**config.mk**
```make
export PLATFORM = sky130hd
export DESIGN_NAME = decode_stage
export DESIGN_NICKNAME = d
export VERILOG_FILES = /design/src/rtl/decode_stage.sv
export SDC_FILE = /design/constraint.sdc
export NUM_CORES = 1
export LEC_CHECK = 0
export CORE_MARGIN = 5
export CORE_UTILIZATION = 50
export DETAILED_ROUTE_END_ITERATION = 8
export PLACE_DENSITY = 0.88
export SLEW_MARGIN = 40
export SYNTH_ARGS = -nofsm -noshare
export SYNTH_HDL_FRONTEND = slang
export SYNTH_SLANG_ARGS = --single-unit
```
**constraint.sdc**
```tcl
create_clock -name clk -period 4.9 [get_ports clk]
set_clock_uncertainty 0.2 [all_clocks]
set_input_delay 1.225 -clock clk [delete_from_list [all_inputs] [get_ports clk]]
set_output_delay 1.225 -clock clk [all_outputs]
set_load 0.02 [all_outputs]
```
**src/rtl/decode_stage.sv**
```systemverilog
// Registered instruction-decode stage: splits the instruction word into fields and tracks
// in-flight register writes so that fetch stalls on RAW/WAW hazards.
module decode_stage #(
  parameter int INST_W = 16,
  parameter int REG_W  = 3
) (
  input  logic                clk,
  input  logic                rst,
  input  logic                in_valid,
  output logic                in_ready,
  input  logic [INST_W-1:0]   in_inst,
  output logic                out_valid,
  input  logic                out_ready,
  output logic [2:0]          opcode_o,
  output logic                fn_o,
  output logic [REG_W-1:0]    rd_o,
  output logic [REG_W-1:0]    rs1_o,
  output logic [REG_W-1:0]    rs2_o,
  output logic [INST_W-5:0]   imm_o,
  output logic                we_o,
  output logic                illegal_o,
  input  logic                flush,
  input  logic                wb_valid,
  input  logic [REG_W-1:0]    wb_rd
);

  localparam int IMM_W = INST_W - 4 - 2*REG_W;
  localparam int IW    = INST_W - 4;
  localparam int NREGS = 1 << REG_W;

  function automatic logic signed [IW-1:0] sext_imm(input logic [IMM_W-1:0] s);
    return {{(IW-IMM_W){s[IMM_W-1]}}, s};
  endfunction

  logic [2:0]       d_opcode;
  logic             d_fn, d_we, d_ill, use_rs1, use_rs2;
  logic [REG_W-1:0] d_rd, d_rs1, d_rs2, fa, fb;
  logic [IW-1:0]    d_imm;
  logic [2:0]       op;
  logic             fn;

  assign op = in_inst[2:0];
  assign fn = in_inst[3];
  assign fa = in_inst[4 +: REG_W];
  assign fb = in_inst[4+REG_W +: REG_W];

  // Field decode; illegal encodings leave every field at zero.
  always_comb begin
    d_opcode = '0;
    d_fn     = 1'b0;
    d_rd     = '0;
    d_rs1    = '0;
    d_rs2    = '0;
    d_imm    = '0;
    d_we     = 1'b0;
    d_ill    = 1'b0;
    use_rs1  = 1'b0;
    use_rs2  = 1'b0;
    case (op)
      3'b000, 3'b011, 3'b100: begin
        d_rd = fa; d_rs1 = fa; d_rs2 = fb; d_we = 1'b1;
        use_rs1 = 1'b1; use_rs2 = 1'b1;
      end
      3'b001, 3'b101, 3'b110: begin
        if (fn) d_ill = 1'b1;
        else begin
          d_rs1 = fa; d_rs2 = fb; d_imm = sext_imm(in_inst[INST_W-1 -: IMM_W]);
          use_rs1 = 1'b1; use_rs2 = 1'b1;
        end
      end
      3'b010: begin
        if (fn) d_ill = 1'b1;
        else begin
          d_rd = fa; d_rs2 = fb; d_imm = sext_imm(in_inst[INST_W-1 -: IMM_W]);
          d_we = 1'b1; use_rs2 = 1'b1;
        end
      end
      default: begin
        if (fn) d_imm = in_inst[INST_W-1:4];
        else begin
          d_rd = fa; d_rs2 = fb; d_we = 1'b1; use_rs2 = 1'b1;
        end
      end
    endcase
    if (!d_ill) begin
      d_opcode = op;
      d_fn     = fn;
    end
  end

  logic             vld_p0, fn_p0, we_p0, ill_p0;
  logic [2:0]       opcode_p0;
  logic [REG_W-1:0] rd_p0, rs1_p0, rs2_p0;
  logic [IW-1:0]    imm_p0;
  logic [NREGS-1:0] pending, busy, sb_set, sb_clr;
  logic             hazard, issue;

  assign issue = vld_p0 && out_ready && we_p0;

  // A register is busy if an older write is outstanding and not retiring this cycle,
  // or if the instruction sitting in the output register is about to write it.
  always_comb begin
    sb_set = '0;
    sb_clr = '0;
    if (issue)    sb_set[rd_p0] = 1'b1;
    if (wb_valid) sb_clr[wb_rd] = 1'b1;
    for (int i = 0; i < NREGS; i++)
      busy[i] = (pending[i] && !sb_clr[i]) || (vld_p0 && we_p0 && (rd_p0 == REG_W'(i)));
  end

  assign hazard   = (use_rs1 && busy[d_rs1]) || (use_rs2 && busy[d_rs2]) || (d_we && busy[d_rd]);
  assign in_ready = (!vld_p0 || out_ready) && !hazard && !flush;

  // Stage p0: output register and scoreboard
  always_ff @(posedge clk) begin
    if (rst) begin
      vld_p0    <= 1'b0;
      pending   <= '0;
      opcode_p0 <= '0;
      fn_p0     <= 1'b0;
      rd_p0     <= '0;
      rs1_p0    <= '0;
      rs2_p0    <= '0;
      imm_p0    <= '0;
      we_p0     <= 1'b0;
      ill_p0    <= 1'b0;
    end else begin
      pending <= (pending & ~sb_clr) | sb_set;
      if (flush) begin
        vld_p0 <= 1'b0;
      end else if (in_valid && in_ready) begin
        vld_p0    <= 1'b1;
        opcode_p0 <= d_opcode;
        fn_p0     <= d_fn;
        rd_p0     <= d_rd;
        rs1_p0    <= d_rs1;
        rs2_p0    <= d_rs2;
        imm_p0    <= d_imm;
        we_p0     <= d_we;
        ill_p0    <= d_ill;
      end else if (out_ready) begin
        vld_p0 <= 1'b0;
      end
    end
  end

  assign out_valid = vld_p0;
  assign opcode_o  = opcode_p0;
  assign fn_o      = fn_p0;
  assign rd_o      = rd_p0;
  assign rs1_o     = rs1_p0;
  assign rs2_o     = rs2_p0;
  assign imm_o     = imm_p0;
  assign we_o      = we_p0;
  assign illegal_o = ill_p0;

endmodule

```
Word level (Yosys, flattened, before mapping):

Index checks and enable logic that the tools add are counted.

* multiplexer cells: 30
* eq/ne operators: 13
* magnitude comparators: 7
* reduce and logical (&&, ||, !) cells: 57
* bitwise operators: 4

Operators with widths (number)
* 1-bit logical AND: 27
* 12-bit two-way mux: 2
* 12-bit one-hot mux with 2 select lines: 1
* 3-bit equality test (second input constant): 7
* 3-bit by 4-bit less-than comparator with 1-bit output (second input constant): 5
* 8-bit two-way mux: 2
* 3-bit by 2-bit equality test with 1-bit output (second input constant): 4
* 1-bit two-way mux: 12
* 3-bit two-way mux: 4
* 3-bit one-hot mux with 2 select lines: 2
* 1-bit zero test: 11
* 1-bit logical OR: 11
* 1-bit binary-select mux with 3-bit select: 3
* 8-bit bitwise AND: 1
* 8-bit inverter: 1
* 8-bit OR: 1
* 1-bit demux with 3-bit select: 2
* 3-bit by 1-bit equality test with 1-bit output (second input constant): 2
* 3-bit by 1-bit greater-or-equal comparator with 1-bit output (second input constant): 2
* 3-bit zero test: 2
* 3-bit OR reduction: 2
* 1-bit one-hot mux with 2 select lines: 2
* 4-bit OR reduction: 1
* 2-bit AND reduction: 1
* other kinds (3): 3

* input bits: 25
* output and inout bits: 29
* register bits after elaboration: 36
* logic and storage cells: 121

Depth between registers and ports, before layout:

Gate-level depths: netlist of run 1.

* word-level depth: 18
* gate-level depth with buffers: 9
* mapped depth without buffers: 7

Worst setup path after synthesis of run 1:

OpenSTA, ideal clock, no wires.

* kind: input to output
* from: in in_inst[1]
* to: out in_ready
* stages: 9
* path buffers: 2
* arrival time: 3282 ps
* required time: 3475 ps
* slack: 193 ps
* cells stage by stage: clkbuf_1 -> and4b_1 -> a21o_1 -> or4_1 -> a21oi_1 -> o21a_1 -> clkbuf_1 -> nand3_1 -> nor2_1

* word-level cells in the longest chain between the ends: 11
* elaborated cells on any way between the ends: 28
* those cells by class: 5 x eq/ne; 12 x mux; 11 x reduce/logical

Ends and longest elaborated chain
* start: declaration: line 11 `input logic [INST_W-1:0] in_inst,`
* 3-bit by 1-bit equality test with 1-bit output, or another cell as far along: line 59 `case (op)`
* 3-bit OR reduction: line 59
* 3-bit one-hot mux with 2 select lines / 3-bit two-way mux (equally long branches)
* 1-bit binary-select mux with 3-bit select: line 111 `assign hazard = (use_rs1 && busy[d_rs1]) || (use_rs2 && busy[d_rs2]) || (d_we && busy[d_rd]);`
* 1-bit two-way mux (implied by the code): line 111
* 1-bit logical AND: line 111
* 1-bit logical OR: line 111
* 1-bit logical OR *: line 111
* 1-bit zero test *: line 112 `assign in_ready = (!vld_p0 || out_ready) && !hazard && !flush;`
* 1-bit logical AND * (2 in series): line 112
* end: declaration: line 10 `output logic in_ready,`

Every way passes the cells marked *; elsewhere a longest branch is shown, timed or not. The select of a mux whose other input is x is not followed.

Worst setup path in the final report of run 1:

* from: in wb_valid
* to: out in_ready

* word-level cells in the longest chain between the ends: 12
* elaborated cells on any way between the ends: 39
* those cells by class: 7 x mux; 32 x reduce/logical

Ends and longest elaborated chain
* start: declaration: line 23 `input logic wb_valid,`
* 8-bit two-way mux *: line 106 `if (wb_valid) sb_clr[wb_rd] = 1'b1;`
* 1-bit zero test: line 108 `busy[i] = (pending[i] && !sb_clr[i]) || (vld_p0 && we_p0 && (rd_p0 == REG_W'(i)));`
* 1-bit logical AND: line 108
* 1-bit logical OR: line 108
* 1-bit binary-select mux with 3-bit select: line 111
* 1-bit two-way mux (implied by the code): line 111
* 1-bit logical AND: line 111
* 1-bit logical OR: line 111
* 1-bit logical OR *: line 111
* 1-bit zero test *: line 112
* 1-bit logical AND * (2 in series): line 112

Marked as above.

==> results of run 1 <==
-- metal layers --
layer  vias to the layer above  share of wire (%)
met5                         -                  0
met4                         0                4.2
met3                        39                8.0
met2                       154                 49
met1                      1245                 39
li1                       1206                  -
-- state kept, by name, indices dropped and copies added, names as in the netlist --
register / flops
rs1_o: 3
out_valid: 1
illegal_o: 1
rd_o: 3
opcode_o: 3
pending: 8
imm_o: 12
we_o: 1
fn_o: 1
rs2_o: 3
-- critical path, delay by kind of cell --
family	cells	cell delay [ns]
AOI/OAI and AO/OA	2	0.40
buffers and inverters	2	0.66
and+or+nand+nor	5	1.12
-- cells in the mapped netlist, types with 3 or more instances --
| library cell | n |
|---|---|
| a22oi_1 | 11 |
| inv_1 | 7 |
| nor3_1 | 3 |
| clkbuf_1 | 14 |
| a211oi_1 | 13 |
| mux2i_1 | 8 |
| dfxtp_1 | 36 |
| nor2_1 | 20 |
| a21oi_1 | 19 |
| a31oi_1 | 12 |
| nand2_1 | 12 |
| nor2b_1 | 13 |
| nand3_1 | 9 |
| buf_1 | 3 |
| nand3b_1 | 6 |
| nand4_1 | 3 |
| o21ai_0 | 7 |
| nand2b_1 | 10 |
| mux2_1 | 8 |
-- power groups by stage --
| stage | clock network, W | logic, W | registers [W] |
|---|---|---|---|
| floorplan | 0 | 0.0000838 | 0.000334 |
| CTS | 0.000225 | 0.000199 | 0.000314 |
| finish | 0.000225 | 0.000205 | 0.000315 |
| detailed placement | 0 | 0.000197 | 0.000321 |
| global route | 0.000238 | 0.000218 | 0.000316 |
| global placement | 0 | 0.000193 | 0.000321 |
-- worst min-delay path by stage --
stage / from / slack, ns / endpoint / depth (start not counted)
2_1_floorplan: pending[1] / 0.24 / pending[1] / 2
3_3_place_gp: pending[3] / 0.26 / pending[3] / 2
3_5_place_dp: opcode_o[1] / 0.27 / opcode_o[1] / 2
4_1_cts: pending[3] / 0.28 / pending[3] / 2
5_1_grt: opcode_o[1] / 0.31 / opcode_o[1] / 2
6_report: fn_o / 0.28 / fn_o / 2
-- kinds of logic after synthesis --
| logic type | share of synthesized area, % |
|---|---|
| buf+inv | 4.942 |
| simple gates | 26.65 |
| xor+xnor | 0.7775 |
| compound gates | 27.60 |
| flops | 31.98 |
| mux | 8.051 |
-- area by class of cell --
type / count / area (µm²)
well taps: 52 / 65.06
multi-input cells: 206 / 1465
flip-flops and latches: 36 / 720.7
clock buffers: 8 / 90.09
fillers: 281 / 1077
repair buffers: 102 / 909.6
inverters: 7 / 26.28
-- per-stage QoR --
stage | cell area, µm² | power, W | TNS [ns] | hold slack, ns | std cells
CTS | 3241 | 0.0007383 | 0 | 0.2798 | 411
floorplan | 2253 | 0.0004178 | 0 | 0.2408 | 269
global placement | 3144 | 0.0005134 | -0.4167 | 0.2612 | 403
detailed placement | 3144 | 0.0005180 | -0.4734 | 0.2663 | 403
global route | 3277 | 0.0007723 | -0.005807 | 0.3061 | 411
finish | 3277 | 0.0007449 | 0 | 0.2804 | 411
-- what timing repair did --
action / 4_1_cts / 5_1_grt
setup buffers: 0 / 0
endpoints found under the setup margin: 1 / 1
endpoints found under the hold margin: 0 / 0
gates resized for setup: 8 / 11
pin swaps: 0 / 2
==> flow_summary.yaml, run 1 <==
pwr:
  netSwitchingPower_w: 0.0002234
  combPwrFrac_pct: 27.5
  power.static_leakage_nw: 1.278
  relative_contribution_of_the_clock_network_to_total_power_pct: 30.3
  intPower_w: 0.0005215
  worst_ir_drop_vdd_mv: 0.1637
  p_sw_share_pct: 29.99
  cellPowerDensity_nw_per_um2: 227.3
  sequentialPowerShare_pct: 42.2
global_route:
  gr-total-overflow: 0
  top_usage_layer: "met2"
  met2_usage_pct: 39.90
  vias_in_the_first_global_route: 2510
  grt.met3_usage_pct: 5.035
  antenna_violations_before_repair: 0
  grt_usage_pct: 23.65
  grt_util_met1_pct: 28.30
  wire_length_of_the_first_global_routing_pass_um: 11630
  largest_net_degree_at_the_start_of_global_routing: 28
sta:
  period_share_pct: 98.67
  fmax_mhz: 206.8
  final_critical_path_setup_slack_ns: 0.06531
  slew_headroom_pct: 55.03
  min_period_ns: 4.835
  finalHoldViolations: 0
  worstMarginPinSlew_ns: 0.6676
  report.final.slew_viol_count: 0
  setup-violations-final: 0
placed_design:
  place.port_buffers: 53
  post-place-ws_ns: -0.4734
  gp_congestion: 0.9472
  hpwlAfterDp_um: 5310
layout:
  drive_gt1_share_pct: 20.06
  layout.cells.most_common: "buf_4"
  nNetsFinal: 383
  num_antenna_cells: 0
  fin_util_pct: 75.26
  final_cell_mix: "buf_4, clkdlybuf4s50_1, dfxtp_1, nor2_1, a21oi_1"
  area_growth_pct: 45.42
synthesis:
  synth.net_count: 294
  postSynthCellCount: 269
  yosys.area.top_type_share_pct: 31.98
  number_of_synthesized_flops_with_an_enable_pin: 0
  yosys_register_bits: 36
  synth.area.top_cells: "dfxtp_1, a211oi_1, a21oi_1"
  synth-seq-area-share_pct: 31.98
  synth-async-reset-ratio_pct: 0
  post_synth.cell_area_avg_um2: 8.377
  synthesis.yosys.warnings: 0
  synthesis.area_um2: 2253
  synth_top_cell_by_area: "dfxtp_1"
  yosys_most_used_dff: "dfxtp_1"
  synth_cell_type_count: 58
detailed_routing:
  num_vias: 2644
  drt_first_pass_iters: 6
  violation_count_after_the_first_detailed_routing_iteration: 263
  drt-vias-per-instance: 6.433
  drt-wirelength-per-cell_um: 17.84
  antenna_violating_nets_post_route: 0
  route.detailed.drc: 0
  post_detailed_routing_wire_length_um: 7334
die:
  die-width_um: 77.13
  start_util_pct: 51.75
  die_y_um: 77.13
  core_area_um2: 4354
  rows: 24
  dieArea_um2: 5949
  io_pins: 54
worst_setup_path:
  worst_r2r_path_depth: 9
  cp.arrival_ns: 3.41
  regToRegSetupSlack_ns: 1.52
  crit_path_top_delay_cell: "clkdlybuf4s50_1"
  cp-startpoint: "wb_valid"
  critical_path.startpoint_type: "input port"
  critical_path.cell_chain: "clkdlybuf4s50_1, or4b_1, a22oi_2, a22oi_1, and4b_1, nor2_1, nand3_1, nor2_1, buf_4"
  worstReg2RegStart: "rd_o[0]"
  reg2reg_capture_point: "rd_o[1]"
  endpoint: "in_ready"
  timing_worst_setup_path_type: "in2out"
  cell_type_with_the_highest_occurrence_count_on_the_critical_path: "nor2_1"
  crit_fanout: 3
  crit_path_end_kind: "output pin"
  worstPathRequired_ns: 3.47
  max_stage_delay_ns: 0.50
run:
  max_cap_violations: 0
clock_tree:
  clk_pin_slew_ns: 0.07
  cts_buf_count: 5
  number_of_buffers_on_the_longest_clock_path: 2
  h-tree-depth: 2
  clock-root-buffer: "clkbuf_8"
  cts_hold_repair.buffers: 0
  clock_sink_count: 36
  tritoncts_clock_tree: "yes"
  insertion_delay_ns: 0.30
min_path:
  hp-class: "reg2reg"
outcome:
  outcome: "finished, final reports clean"
Power figures use the tool's default switching activity.
==> inputs of run 2 (changes only) <==
PLACE_DENSITY = 0.91   (was 0.88)
==> run 2 against run 1 <==
Against the previous run:
- hold slack worse by 0.0040 ns
- clock power decreased by 8%
- worst setup slack gained 0.045 ns
- via count down 5.1%
- cell area down 2.1%
- global-route usage decreased by 0.45 points
- critical path type unchanged
- highest routed layer unchanged
==> flow_summary.yaml, run 2 (synthesized netlist as in run 1, its figures left out) <==
die:
  io_pins: 54
  die-width_um: 77.13
  die_y_um: 77.13
  core_area_um2: 4354
  rows: 24
  dieArea_um2: 5949
  start_util_pct: 51.75
sta:
  min_period_ns: 4.790
  slew_headroom_pct: 58.76
  period_share_pct: 97.75
  grt_setup_unrepaired: "false"
  worstMarginPinSlew_ns: 0.6103
  report.final.slew_viol_count: 0
  finalSetupTns_ns: 0
  hold-worst-slack_ns: 0.2764
  fmax_mhz: 208.8
  finalHoldViolations: 0
  setup-violations-final: 0
worst_setup_path:
  crit_path_end_kind: "output pin"
  max_stage_delay_ns: 0.59
  cp.arrival_ns: 3.36
  critical_path.n_buffers_inverters: 2
  cell_type_with_the_highest_occurrence_count_on_the_critical_path: "nor2_1"
  critical_path.startpoint_type: "input port"
  timing_worst_setup_path_type: "in2out"
  critical_path.cell_chain: "clkdlybuf4s50_1, or4b_1, a22oi_2, a22oi_1, and4b_1, nor2_1, nand3_1, nor2_1, buf_2"
  crit_path_top_delay_cell: "or4b_1"
  worstPathRequired_ns: 3.47
  cell_family_with_most_cp_delay: "simple AND/OR/NAND/NOR gates"
  crit_fanout: 4
detailed_routing:
  antenna_violating_nets_post_route: 0
  drt-wirelength-per-cell_um: 17.28
  post_detailed_routing_wire_length_um: 6998
  route.detailed.drc: 0
  drt-vias-per-instance: 6.193
  num_vias: 2508
  drt_first_pass_iters: 6
  violation_count_after_the_first_detailed_routing_iteration: 320
global_route:
  largest_net_degree_at_the_start_of_global_routing: 30
  antenna_violations_before_repair: 0
  gr-total-overflow: 0
  vias_in_the_first_global_route: 2391
  grt_usage_pct: 23.21
  top_usage_layer: "met2"
  grt_util_met1_pct: 28.83
  grt.met3_usage_pct: 4.333
  wire_length_of_the_first_global_routing_pass_um: 11450
  met2_usage_pct: 40.07
outcome:
  outcome: "finished, final reports clean"
placed_design:
  hpwlAfterDp_um: 5287
  place.port_buffers: 53
  gp_congestion: 0.9033
layout:
  num_antenna_cells: 0
  final_cell_mix: "clkdlybuf4s50_1, buf_4, dfxtp_1, nor2_1, a21oi_1"
  area_growth_pct: 42.42
  n_fill_cell: 311
  layout.cells.most_common: "clkdlybuf4s50_1"
  nNetsFinal: 378
  largest_register_ffs: 12
  drive_gt1_share_pct: 18.70
clock_tree:
  tritoncts_clock_tree: "yes"
  clock-root-buffer: "clkbuf_8"
  h-tree-depth: 2
  cts_buf_count: 5
  insertion_delay_ns: 0.29
  clock_sink_count: 36
  clk_pin_slew_ns: 0.07
  number_of_buffers_on_the_longest_clock_path: 2
pwr:
  power.static_leakage_nw: 1.239
  worst_ir_drop_vdd_mv: 0.1946
  cellPowerDensity_nw_per_um2: 223.6
run:
  max_cap_violations: 0
min_path:
  hp-class: "reg2reg"
run 2: cell type report:
cell class	instances	area, µm²	area share, %
well taps	52	65.06	2.027
inverters	7	26.28	0.8187
clock buffers	6	72.57	2.261
flip-flops and latches	36	720.7	22.46
clock inverters	1	5.005	0.1559
repair buffers	97	865.8	26.98
multi-input cells	206	1454	45.30
run 2: worst paths after layout:
path / cells past startpoint / slack [ns] / to / from
worst max-delay path: 9 / 0.11 / in_ready / wb_rd[2]
worst min-delay path: 2 / 0.28 / pending[3] / pending[3]
worst max register to register: 9 / 1.60 / rs1_o[0] / rd_o[0]
worst min register to register: 2 / 0.28 / pending[3] / pending[3]
run 2: stage by stage:
stage / total power [W] / instances / setup slack [ns] / utilization, % / cell area [µm²]
after global routing: 0.0007516 / 405 / 0.01803 / 73.71 / 3209
after global placement: 0.0005095 / 398 / -0.3807 / 71.35 / 3107
after floorplan: 0.0004178 / 269 / 0.1928 / - / 2253
after detailed placement: 0.0005142 / 398 / -0.3843 / 71.35 / 3107
final: 0.0007177 / 405 / 0.1103 / 73.71 / 3209
after CTS: 0.0007171 / 405 / 0.004832 / 73.30 / 3192
run 2: timing repair:
action | in CTS | in global routing
hold buffers | 0 | 0
buffers inserted | 0 | 0
resized for setup | 8 | 7
setup endpoints to repair | 1 | 1
run 2: power breakdown:
| part | switching [W] | total [W] | internal [W] |
|---|---|---|---|
| sequential | 0.00000943 | 0.000315 | 0.000305 |
| clock | 0.000109 | 0.000206 | 0.0000967 |
| combinational | 0.000101 | 0.000198 | 0.0000967 |
run 2: worst min-delay path: cells and delay by family (launching register included):
| family | cells | cell delay (ns) |
|---|---|---|
| DFF | 1 | 0.33 |
| and+or+nand+nor | 1 | 0.06 |
| AOI/OAI and AO/OA | 1 | 0.05 |
run 2: metal layers:
layer,share of wire [%],vias up
met5,0,-
met4,2.0,0
met3,6.4,13
met2,51,105
met1,40,1197
li1,-,1193
==> inputs of run 3 (changes only) <==
clock period = 4.55 ns   (was 4.9 ns; I/O delays follow)
==> run 3 against run 2 <==
Against the previous run:
- register-to-register slack got worse by 0.19 ns
- critical path depth unchanged
- first-iteration DRC count decreased by 4.7%
- flip-flop and latch count unchanged
- highest routed layer unchanged
- worst setup slack worse by 0.024 ns
- die area stayed put
- utilization rose by 3.0 points
- wire length is 4.4% higher
- via count grew 3.5%
- hold slack worse by 0.0016 ns
==> flow_summary.yaml, run 3 (synthesized netlist as in run 1, its figures left out) <==
outcome:
  outcome: "finished, final reports clean"
layout:
  area_growth_pct: 48.20
  final_cell_count_no_fill: 421
  drive_gt1_share_pct: 22.49
  largest_register_ffs: 12
  fin_util_pct: 76.70
  layout.cells.most_common: "buf_4"
  final_cell_mix: "buf_4, clkdlybuf4s50_1, dfxtp_1, nor2_1, a21oi_1"
  nNetsFinal: 393
  num_antenna_cells: 0
  layout.cell_area.non_filler_um2: 3339
die:
  die-width_um: 77.13
  io_pins: 54
  start_util_pct: 51.75
  dieArea_um2: 5949
  core_area_um2: 4354
  die_y_um: 77.13
  rows: 24
placed_design:
  place_inst: 409
  hpwlAfterDp_um: 5452
  gp_congestion: 0.9488
  postPlaceCellArea_um2: 3189
  place.port_buffers: 53
  post-place-ws_ns: -0.5931
sta:
  period_share_pct: 98.11
  slew_headroom_pct: 50.47
  finalHoldViolations: 0
  final_critical_path_setup_slack_ns: 0.08592
  worstMarginPinSlew_ns: 0.7352
  fmax_mhz: 224.0
  min_period_ns: 4.464
  report.final.slew_viol_count: 0
  setup-violations-final: 0
worst_setup_path:
  max_stage_delay_ns: 0.56
  regToRegSetupSlack_ns: 1.41
  cp-startpoint: "wb_rd[1]"
  number_of_gates_on_the_worst_path_with_buffers_counted: 9
  worstPathRequired_ns: 3.21
  critical_path.startpoint_type: "input port"
  cp.arrival_ns: 3.13
  cell_family_with_most_cp_delay: "simple AND/OR/NAND/NOR gates"
  worst_r2r_path_depth: 8
  reg2reg_capture_point: "rd_o[1]"
  worstReg2RegStart: "rd_o[0]"
  critical_path.n_buffers_inverters: 2
  endpoint: "in_ready"
  timing_worst_setup_path_type: "in2out"
  critical_path.cell_chain: "dlygate4sd2_1, nand2b_4, o31a_1, or4_4, a21oi_4, o21a_1, nand3_1, nor2_2, buf_4"
  crit_fanout: 3
  crit_path_end_kind: "output pin"
  crit_path_top_delay_cell: "or4_4"
clock_tree:
  clk_pin_slew_ns: 0.07
  clock-root-buffer: "clkbuf_8"
  tritoncts_clock_tree: "yes"
  number_of_buffers_on_the_longest_clock_path: 2
  insertion_delay_ns: 0.29
  cts_hold_repair.buffers: 0
  clock_sink_count: 36
  h-tree-depth: 2
  cts_buf_count: 5
global_route:
  vias_in_the_first_global_route: 2591
  wire_length_of_the_first_global_routing_pass_um: 11950
  antenna_violations_before_repair: 0
  gr-total-overflow: 0
  grt_usage_pct: 24.18
  largest_net_degree_at_the_start_of_global_routing: 29
detailed_routing:
  post_detailed_routing_wire_length_um: 7306
  route.detailed.drc: 0
  violation_count_after_the_first_detailed_routing_iteration: 305
  antenna_violating_nets_post_route: 0
  drt-wirelength-per-cell_um: 17.35
  drt_first_pass_iters: 5
  num_vias: 2597
  drt-vias-per-instance: 6.169
min_path:
  hp-class: "reg2reg"
run:
  max_cap_violations: 0
pwr:
  worst_ir_drop_vdd_mv: 0.2035
  design_power_total_w: 0.0008082
  cellPowerDensity_nw_per_um2: 242.0
  power.static_leakage_nw: 1.313
run 3: metal layers:
layer | global-route usage (%) | routed length, µm
met1 | 28.20 | 2938
met2 | 42.00 | 3664
met3 | 5.621 | 490
met4 | 9.966 | 212
met5 | 0 | 0
run 3: worst min path at each step:
stage,to,depth (start not counted),from,slack (ns)
2_1_floorplan,pending[1],2,pending[1],0.24
3_3_place_gp,pending[3],2,pending[3],0.26
3_5_place_dp,rs1_o[1],2,rs1_o[1],0.26
4_1_cts,pending[1],2,pending[1],0.28
5_1_grt,rs1_o[1],2,rs1_o[1],0.30
6_report,pending[1],2,pending[1],0.27
run 3: power breakdown:
part / internal, W / switching [W] / total (W) / leakage, nW
Sequential: 0.000329 / 0.0000103 / 0.000339 / 0.293
Combinational: 0.000115 / 0.000113 / 0.000228 / 0.975
Clock: 0.000124 / 0.000118 / 0.000241 / 0.0455
run 3: through the flow:
step	setup TNS, ns	hold WS [ns]
after detailed placement	-0.5931	0.2610
after global placement	-0.5670	0.2565
final	0	0.2749
after CTS	0	0.2781
after global routing	-0.008057	0.2957
after floorplan	0	0.2408
run 3: what timing repair did:
action	CTS	global route
pin swaps	5	0
resized for setup	19	4
setup buffers	4	0
hold endpoints to repair	0	0
setup endpoints to repair	1	1
run 3: worst min-delay path: stages, from the launching register on:
cell	delay [ns]
dfxtp_1	0.33
nand2_1	0.06
a21oi_1	0.05
run 3: cell type report:
class                      instances  area [µm²]
tap                               52       65.06
sequential                        36       720.7
fill                             296        1015
clock buffer                       8       90.09
timing repair buffer             112       973.4
multi-input combinational        206        1464
inverter                           7       26.28
